--- config.mk ---
export PLATFORM = sky130hd
export DESIGN_NAME = queen_mem_arbiter
export DESIGN_NICKNAME = d
export VERILOG_FILES = /design/src/rtl/queen_mem_arbiter.sv
export SDC_FILE = /design/constraint.sdc
export NUM_CORES = 1
export LEC_CHECK = 0
export ABC_CLOCK_PERIOD_IN_PS = 2200
export CORE_ASPECT_RATIO = 0.8
export CORE_MARGIN = 2
export CORE_UTILIZATION = 54
export DETAILED_ROUTE_END_ITERATION = 7
export PLACE_DENSITY = 0.79
export SETUP_SLACK_MARGIN = 0.4
export SLEW_MARGIN = 5
export SYNTH_ARGS = -nofsm -noshare
export SYNTH_HDL_FRONTEND = slang
export SYNTH_SLANG_ARGS = --single-unit
--- constraint.sdc ---
create_clock -name clk -period 2.2 [get_ports clk]
set_clock_uncertainty 0.2 [all_clocks]
set_input_delay 0.44 -clock clk [delete_from_list [all_inputs] [get_ports clk]]
set_output_delay 0.44 -clock clk [all_outputs]
set_load 0.01 [all_outputs]
--- src/rtl/queen_mem_arbiter.sv ---
// ---------------------------------------------------------------------------
// queen_mem_arbiter
//
// Owns the N-entry queen-position memory (entry c = row of the queen in
// column c) and arbitrates its single port between the eight-queen solver
// (requester S) and a host readout/debug port (requester H).
//
// Arbitration is round-robin with a bounded burst length. The solver may
// assert s_lock to keep ownership across a backtrack sequence so that host
// accesses never interleave with it.
//
// Ports:
//   clk, rst            clock and synchronous active-high reset
//   mem_clr             clears every entry to 0 at the next edge
//   s_req, s_lock       solver request / ownership lock
//   s_we, s_addr,
//   s_wdata             solver access (write when s_we=1, else read)
//   s_gnt               solver owns the memory
//   s_rdata, s_rvalid   solver read data, valid one cycle after the read
//   h_req               host request
//   h_we, h_addr,
//   h_wdata             host access
//   h_gnt               host owns the memory
//   h_rdata, h_rvalid   host read data, valid one cycle after the read
// ---------------------------------------------------------------------------
module queen_mem_arbiter #(
  parameter int N         = 8,
  parameter int AW        = 3,
  parameter int RW        = 3,
  parameter int MAX_BURST = 4
) (
  input  logic          clk,
  input  logic          rst,
  input  logic          mem_clr,
  input  logic          s_req,
  input  logic          s_lock,
  input  logic          s_we,
  input  logic [AW-1:0] s_addr,
  input  logic [RW-1:0] s_wdata,
  output logic          s_gnt,
  output logic [RW-1:0] s_rdata,
  output logic          s_rvalid,
  input  logic          h_req,
  input  logic          h_we,
  input  logic [AW-1:0] h_addr,
  input  logic [RW-1:0] h_wdata,
  output logic          h_gnt,
  output logic [RW-1:0] h_rdata,
  output logic          h_rvalid
);

  typedef enum logic [1:0] {
    IDLE,
    S_OWN,
    H_OWN
  } state_t;

  localparam int            BW         = (MAX_BURST > 1) ? $clog2(MAX_BURST) : 1;
  localparam logic [BW-1:0] BURST_LAST = BW'(MAX_BURST - 1);
  localparam logic [AW:0]   N_LIM      = (AW + 1)'(N);

  state_t        state;
  state_t        state_nxt;
  logic [BW-1:0] burst_cnt;
  logic          last_was_s;
  logic [RW-1:0] mem [N];

  logic          s_want;
  logic          s_acc;
  logic          h_acc;
  logic          burst_last;
  logic          acc_we;
  logic [AW-1:0] acc_addr;
  logic [RW-1:0] acc_wdata;
  logic          addr_ok;
  logic [RW-1:0] rd_data;

  // A held lock counts as an S request even while s_req is low; only an
  // owner with its req high performs an access.
  assign s_want     = s_req | s_lock;
  assign s_acc      = (state == S_OWN) & s_req;
  assign h_acc      = (state == H_OWN) & h_req;
  assign burst_last = (burst_cnt == BURST_LAST);

  assign s_gnt = (state == S_OWN);
  assign h_gnt = (state == H_OWN);

  // Next-owner selection. From IDLE a tie goes to whoever did not own last;
  // owner-to-owner handoff is direct so it costs no bubble cycle. The burst
  // limit only forces a handoff on the access that reaches it, and the
  // solver lock suppresses it entirely.
  always_comb begin
    state_nxt = state;
    case (state)
      IDLE: begin
        if (s_want && h_req) state_nxt = last_was_s ? H_OWN : S_OWN;
        else if (s_want)     state_nxt = S_OWN;
        else if (h_req)      state_nxt = H_OWN;
      end
      S_OWN: begin
        if (!s_want)
          state_nxt = h_req ? H_OWN : IDLE;
        else if (s_acc && burst_last && h_req && !s_lock)
          state_nxt = H_OWN;
      end
      H_OWN: begin
        if (!h_req)
          state_nxt = s_want ? S_OWN : IDLE;
        else if (h_acc && burst_last && s_want)
          state_nxt = S_OWN;
      end
      default: state_nxt = IDLE;
    endcase
  end

  // Ownership register with burst counter and round-robin memory. The
  // counter restarts on every ownership change and saturates otherwise.
  always_ff @(posedge clk) begin
    if (rst) begin
      state      <= IDLE;
      burst_cnt  <= '0;
      last_was_s <= 1'b0;
    end else begin
      state <= state_nxt;
      if (state_nxt != state) begin
        burst_cnt <= '0;
        if (state != IDLE) last_was_s <= (state == S_OWN);
      end else if ((s_acc || h_acc) && !burst_last) begin
        burst_cnt <= burst_cnt + 1'b1;
      end
    end
  end

  // Port mux: the non-owner's inputs never reach the memory.
  always_comb begin
    acc_we    = 1'b0;
    acc_addr  = '0;
    acc_wdata = '0;
    if (s_acc) begin
      acc_we    = s_we;
      acc_addr  = s_addr;
      acc_wdata = s_wdata;
    end else if (h_acc) begin
      acc_we    = h_we;
      acc_addr  = h_addr;
      acc_wdata = h_wdata;
    end
  end

  assign addr_ok = ({1'b0, acc_addr} < N_LIM);
  assign rd_data = addr_ok ? mem[acc_addr] : '0;

  // Memory array. A clear wins over a same-cycle write; a same-cycle read
  // still sees the old contents because it samples before the edge.
  always_ff @(posedge clk) begin
    if (rst || mem_clr) begin
      for (int i = 0; i < N; i++) mem[i] <= '0;
    end else if ((s_acc || h_acc) && acc_we && addr_ok) begin
      mem[acc_addr] <= acc_wdata;
    end
  end

  // Read return registers: data holds until the next read by that side,
  // valid is a single-cycle pulse per read.
  always_ff @(posedge clk) begin
    if (rst) begin
      s_rdata  <= '0;
      s_rvalid <= 1'b0;
      h_rdata  <= '0;
      h_rvalid <= 1'b0;
    end else begin
      s_rvalid <= s_acc && !s_we;
      h_rvalid <= h_acc && !h_we;
      if (s_acc && !s_we) s_rdata <= rd_data;
      if (h_acc && !h_we) h_rdata <= rd_data;
    end
  end

endmodule

; ---- Word level (Yosys, flattened, before mapping)
; Memories as Yosys holds them, arrays and structs flattened.
; Index checks and enable logic that the tools add are counted.
[totals]
register_bits = 13
ramBits = 24
inputBits = 20
elab_cells = 62
memories = 1
[op_classes]
n_addsub = 1
n_eq_ne = 4
n_mux = 25
bitwise = 3
reduce_logical = 21
[mem_list]
columns = name, depth, width, rd, rd_ports_with_merged_regs, wr, line_no
row1 = mem, 8, 3, 1, 0, 8, 66  ; logic [RW-1:0] mem [N];
[op_table]
columns = cell, count
row1 = 2-bit 2-to-1 mux, 9
row2 = 3-bit 2-to-1 mux, 6
row3 = 1-bit logical AND, 10
row4 = 1-bit 2-to-1 mux, 9
row5 = 2-bit case mux with 3 select lines, 1
row6 = 2-bit equality test (second input constant), 2
row7 = 1-bit logical NOT, 4
row8 = 3-bit OR reduction, 1
row9 = 2-bit by 1-bit adder with 2-bit output (second input constant), 1
row10 = 1-bit bitwise AND, 2
row11 = 2-bit by 1-bit equality test with 1-bit output (second input constant), 1
row12 = 2-bit logical NOT, 1
row13 = 1-bit logical OR, 2
row14 = 2-bit inequality test, 1
row15 = 2-bit AND reduction, 1
row16 = 2-bit nonzero test, 1
row17 = 2-bit OR reduction, 1
row18 = 1-bit OR, 1

; ---- Logic depth before layout (Yosys ltp)
[logic_depth]
ltp_word = 10
ltp_mapped = 7

; ---- Least setup slack after synthesis
; No wires, ideal clock.
[synth_timing]
kind = input port to flip-flop
startpoint = input mem_clr
endpoint = memory mem[2][0], enable pin
setup_time_ns = 0.302
t_arrival_ns = 1.431
t_required_ns = 1.698
setup_slack_ns = 0.267
cell_stages = 5
cell_sequence = nor2_1 > o211ai_4 > nor3_4 > nand2_2 > nand2_1
[synth_lines]
columns = item, line_no
row1 = start: declaration, 34  ; input logic mem_clr,
row2 = end: declaration, 66

==> impl_metrics.sql <==
INSERT INTO impl_metrics (metric_group, metric, value, unit) VALUES
('timing', 'slew_headroom', '78.3', '%'),
('yosys', 'ys_types', '44', ''),
('finish', 'antenna_cells_inserted', '0', ''),
('yosys', 'synth.net_count', '231', ''),
('timing', 'final_period_minus_worst_setup_slack', '1890', 'ps'),
('finish', 'layout-area-overhead-vs-synth', '40.3', '%'),
('pwr', 'vdd.ir_drop.worst', '0.469', 'mV'),
('grt', 'pin_count_of_the_biggest_net_entering_global_routing', '19', ''),
('pwr', 'switching_share', '25.6', '%'),
('die', 'die_area', '4330', 'sq um'),
('grt', 'grt_overflow_total', '0', ''),
('detailed_routing', 'drt_iter0_drc', '90', ''),
('timing', 'timing_hold_violations_final', '0', ''),
('timing', 'maximum_operating_frequency', '528', 'MHz'),
('pwr', 'combinationalPowerShare', '19.8', '%'),
('finish', 'final_cell_area', '2890', 'sq um'),
('detailed_routing', 'wl_per_cell', '17.7', 'um'),
('critical_path', 'arrival_time_at_the_worst_endpoint', '1690', 'ps'),
('detailed_routing', 'ant_nets', '0', ''),
('pwr', 'switchingPower', '403', 'uW'),
('place', 'place_area', '2600', 'sq um'),
('pwr', 'clkPwrFrac', '30.0', '%'),
('die', 'starting_density', '55.3', '%'),
('cts', 'cts_tree', 'yes', ''),
('place', 'gp_congestion', '0.869', ''),
('die', 'std_cell_rows', '20', ''),
('cts', 'cts-root-to-sink-buffers', '2', ''),
('cts', 'numCtsBuffers', '5', ''),
('yosys', 'synth_edf_count', '24', ''),
('cts', 'insertion_delay', '280', 'ps'),
('place', 'place_worst_setup_slack', '-386', 'ps'),
('pwr', 'seq_power_share', '50.2', '%'),
('cts', 'cts.clk_slew.worst_paths', '70', 'ps'),
('timing', 'setup_ws', '308', 'ps'),
('timing', 'pin_slew_with_the_least_headroom_to_its_limit', '324', 'ps'),
('cts', 'clockRootBuffer', 'clkbuf_8', ''),
('pwr', 'internal_power', '1.17', 'mW'),
('worst_hold_path', 'hp-class', 'reg -> reg', ''),
('critical_path', 'worst-path-max-fanout', '18', ''),
('die', 'num_ports', '30', ''),
('cts', 'ctsHoldBuffers', '0', ''),
('yosys', 'synth_flop_cell', 'edfxtp_1', ''),
('place', 'port_buffers', '29', ''),
('detailed_routing', 'vias_per_cell', '6.04', ''),
('yosys', 'synth_register_bits', '37', ''),
('critical_path', 'endpoint_kind', 'register', ''),
('finish', 'layout.nets', '294', ''),
('grt', 'gr-usage-met2', '45.0', '%'),
('die', 'dieWidth', '73.1', 'um'),
('critical_path', 'setup.worst_path.class', 'reg -> reg', ''),
('finish', 'fillers', '236', ''),
('grt', 'groute.usage.overall', '27.9', '%'),
('critical_path', 'r2r_cells', '5', ''),
('yosys', 'synth-seq-area-share', '47.6', '%'),
('finish', 'layout_common_cells', '36 x nor2_1, 31 x buf_4, 24 x edfxtp_1, 14 x dlygate4sd2_1, 13 x nand2_2', ''),
('grt', 'via_count_of_the_first_global_routing_pass', '1807', ''),
('timing', 'timing.final.max_slew_violations', '0', ''),
('yosys', 'ys_warn_count', '0', ''),
('grt', 'gr-usage-met1', '34.7', '%'),
('detailed_routing', 'drt_first_pass_iters', '5', ''),
('detailed_routing', 'via_count', '1921', ''),
('die', 'design.core.area', '3730', 'sq um'),
('job', 'max-cap-violations', '0', ''),
('yosys', 'synth_cells', '210', ''),
('status', 'outcome', 'finished, final reports clean', ''),
('detailed_routing', 'number_of_remaining_drc_errors', '0', ''),
('timing', 'setup_viol', '0', ''),
('cts', 'htree_levels', '2', ''),
('worst_hold_path', 'whs_path_depth', '2', ''),
('yosys', 'synthesis.area_per_instance', '9.82', 'sq um'),
('critical_path', 'critPathRequiredTime', '2000', 'ps');
## cell families (layout without fill, tap and decap cells)
kind of cell               Yosys count  count (layout)  synth area share (%)
AOI/OAI and AO/OA                   52              52                  17.5
muxes                                1               1                 0.485
adders and majority gates            1               1                 0.607
and+or+nand+nor                    105             106                  28.9
DFF                                 37              37                  47.6
xor gates and xnor gates             1               1                 0.425
buffers and inverters               13              76                  4.55
## synth_stat cells, types with 4 or more instances
cell,n
a211oi_1,8
a21oi_1,14
and4b_1,5
buf_6,4
dfxtp_1,13
edfxtp_1,24
nand2_1,17
nand2_2,4
nand3_1,12
nand4b_1,4
nor2_1,41
o21ai_0,9
o21ai_1,7
## flip-flops by register name, summed over array words and instances (netlist names)
register,cells
h_rdata,3
s_rdata,3
h_rvalid,1
burst_cnt,2
state,2
s_rvalid,1
mem,24
last_was_s,1
## per-stage QoR
step | power (mW) | util [%] | instances | setup TNS [ps]
6_report | 1.58 | 77.6 | 318 | 0
2_1_floorplan | 0.952 | - | 210 | 0
3_5_place_dp | 1.07 | 69.7 | 300 | -14200
5_1_grt | 1.62 | 77.6 | 318 | 0
3_3_place_gp | 1.07 | 69.7 | 300 | -12010
4_1_cts | 1.56 | 76.5 | 318 | 0
## power by group through the flow
stage	Clock, mW	Sequential, mW	Combinational (mW)
CTS	0.478	0.788	0.296
floorplan	0	0.793	0.159
detailed placement	0	0.806	0.267
finish	0.474	0.791	0.313
global route	0.494	0.793	0.332
global placement	0	0.805	0.263
## critical path, cell delays in order (launching register included)
cell,delay (ps)
dfxtp_4,450
and4b_1,270
o211ai_4,120
nor3_4,330
nand2_2,140
nand2_2,100
## final timing paths
path                                 start    endpoint  slack [ps]
worst min register to register  s_rdata[2]  s_rdata[2]         300
worst max register to register    state[1]   mem[0][0]         310
worst max-delay path              state[1]   mem[0][0]         310
worst min-delay path            s_rdata[2]  s_rdata[2]         300
## routing by layer
| metal | part of all wire, % | wire [um] | vias to the layer above |
|---|---|---|---|
| met1 | 42 | 2350 | 901 |
| li1 | - | - | 911 |
| met3 | 8.4 | 472 | 17 |
| met2 | 48 | 2680 | 92 |
| met5 | 0 | 0 | - |
| met4 | 2.3 | 129 | 0 |
## final cells by class
cell class / instances / area, sq um / area share [%]
Inverter: 2 / 7.51 / 0.260
Clock buffer: 8 / 90.1 / 3.11
Timing Repair Buffer: 66 / 614 / 21.2
Sequential cell: 37 / 988 / 34.2
Tap cell: 44 / 55.1 / 1.90
Multi-Input combinational cell: 161 / 1140 / 39.3
## what timing repair did
action / in CTS / in global routing
endpoints found under the setup margin: 64 / 64
gates cloned: 1 / 0
resized for setup: 53 / 10
pin swaps: 21 / 2
buffers inserted: 9 / 0
Note: power is estimated with default switching activity, not from simulation.
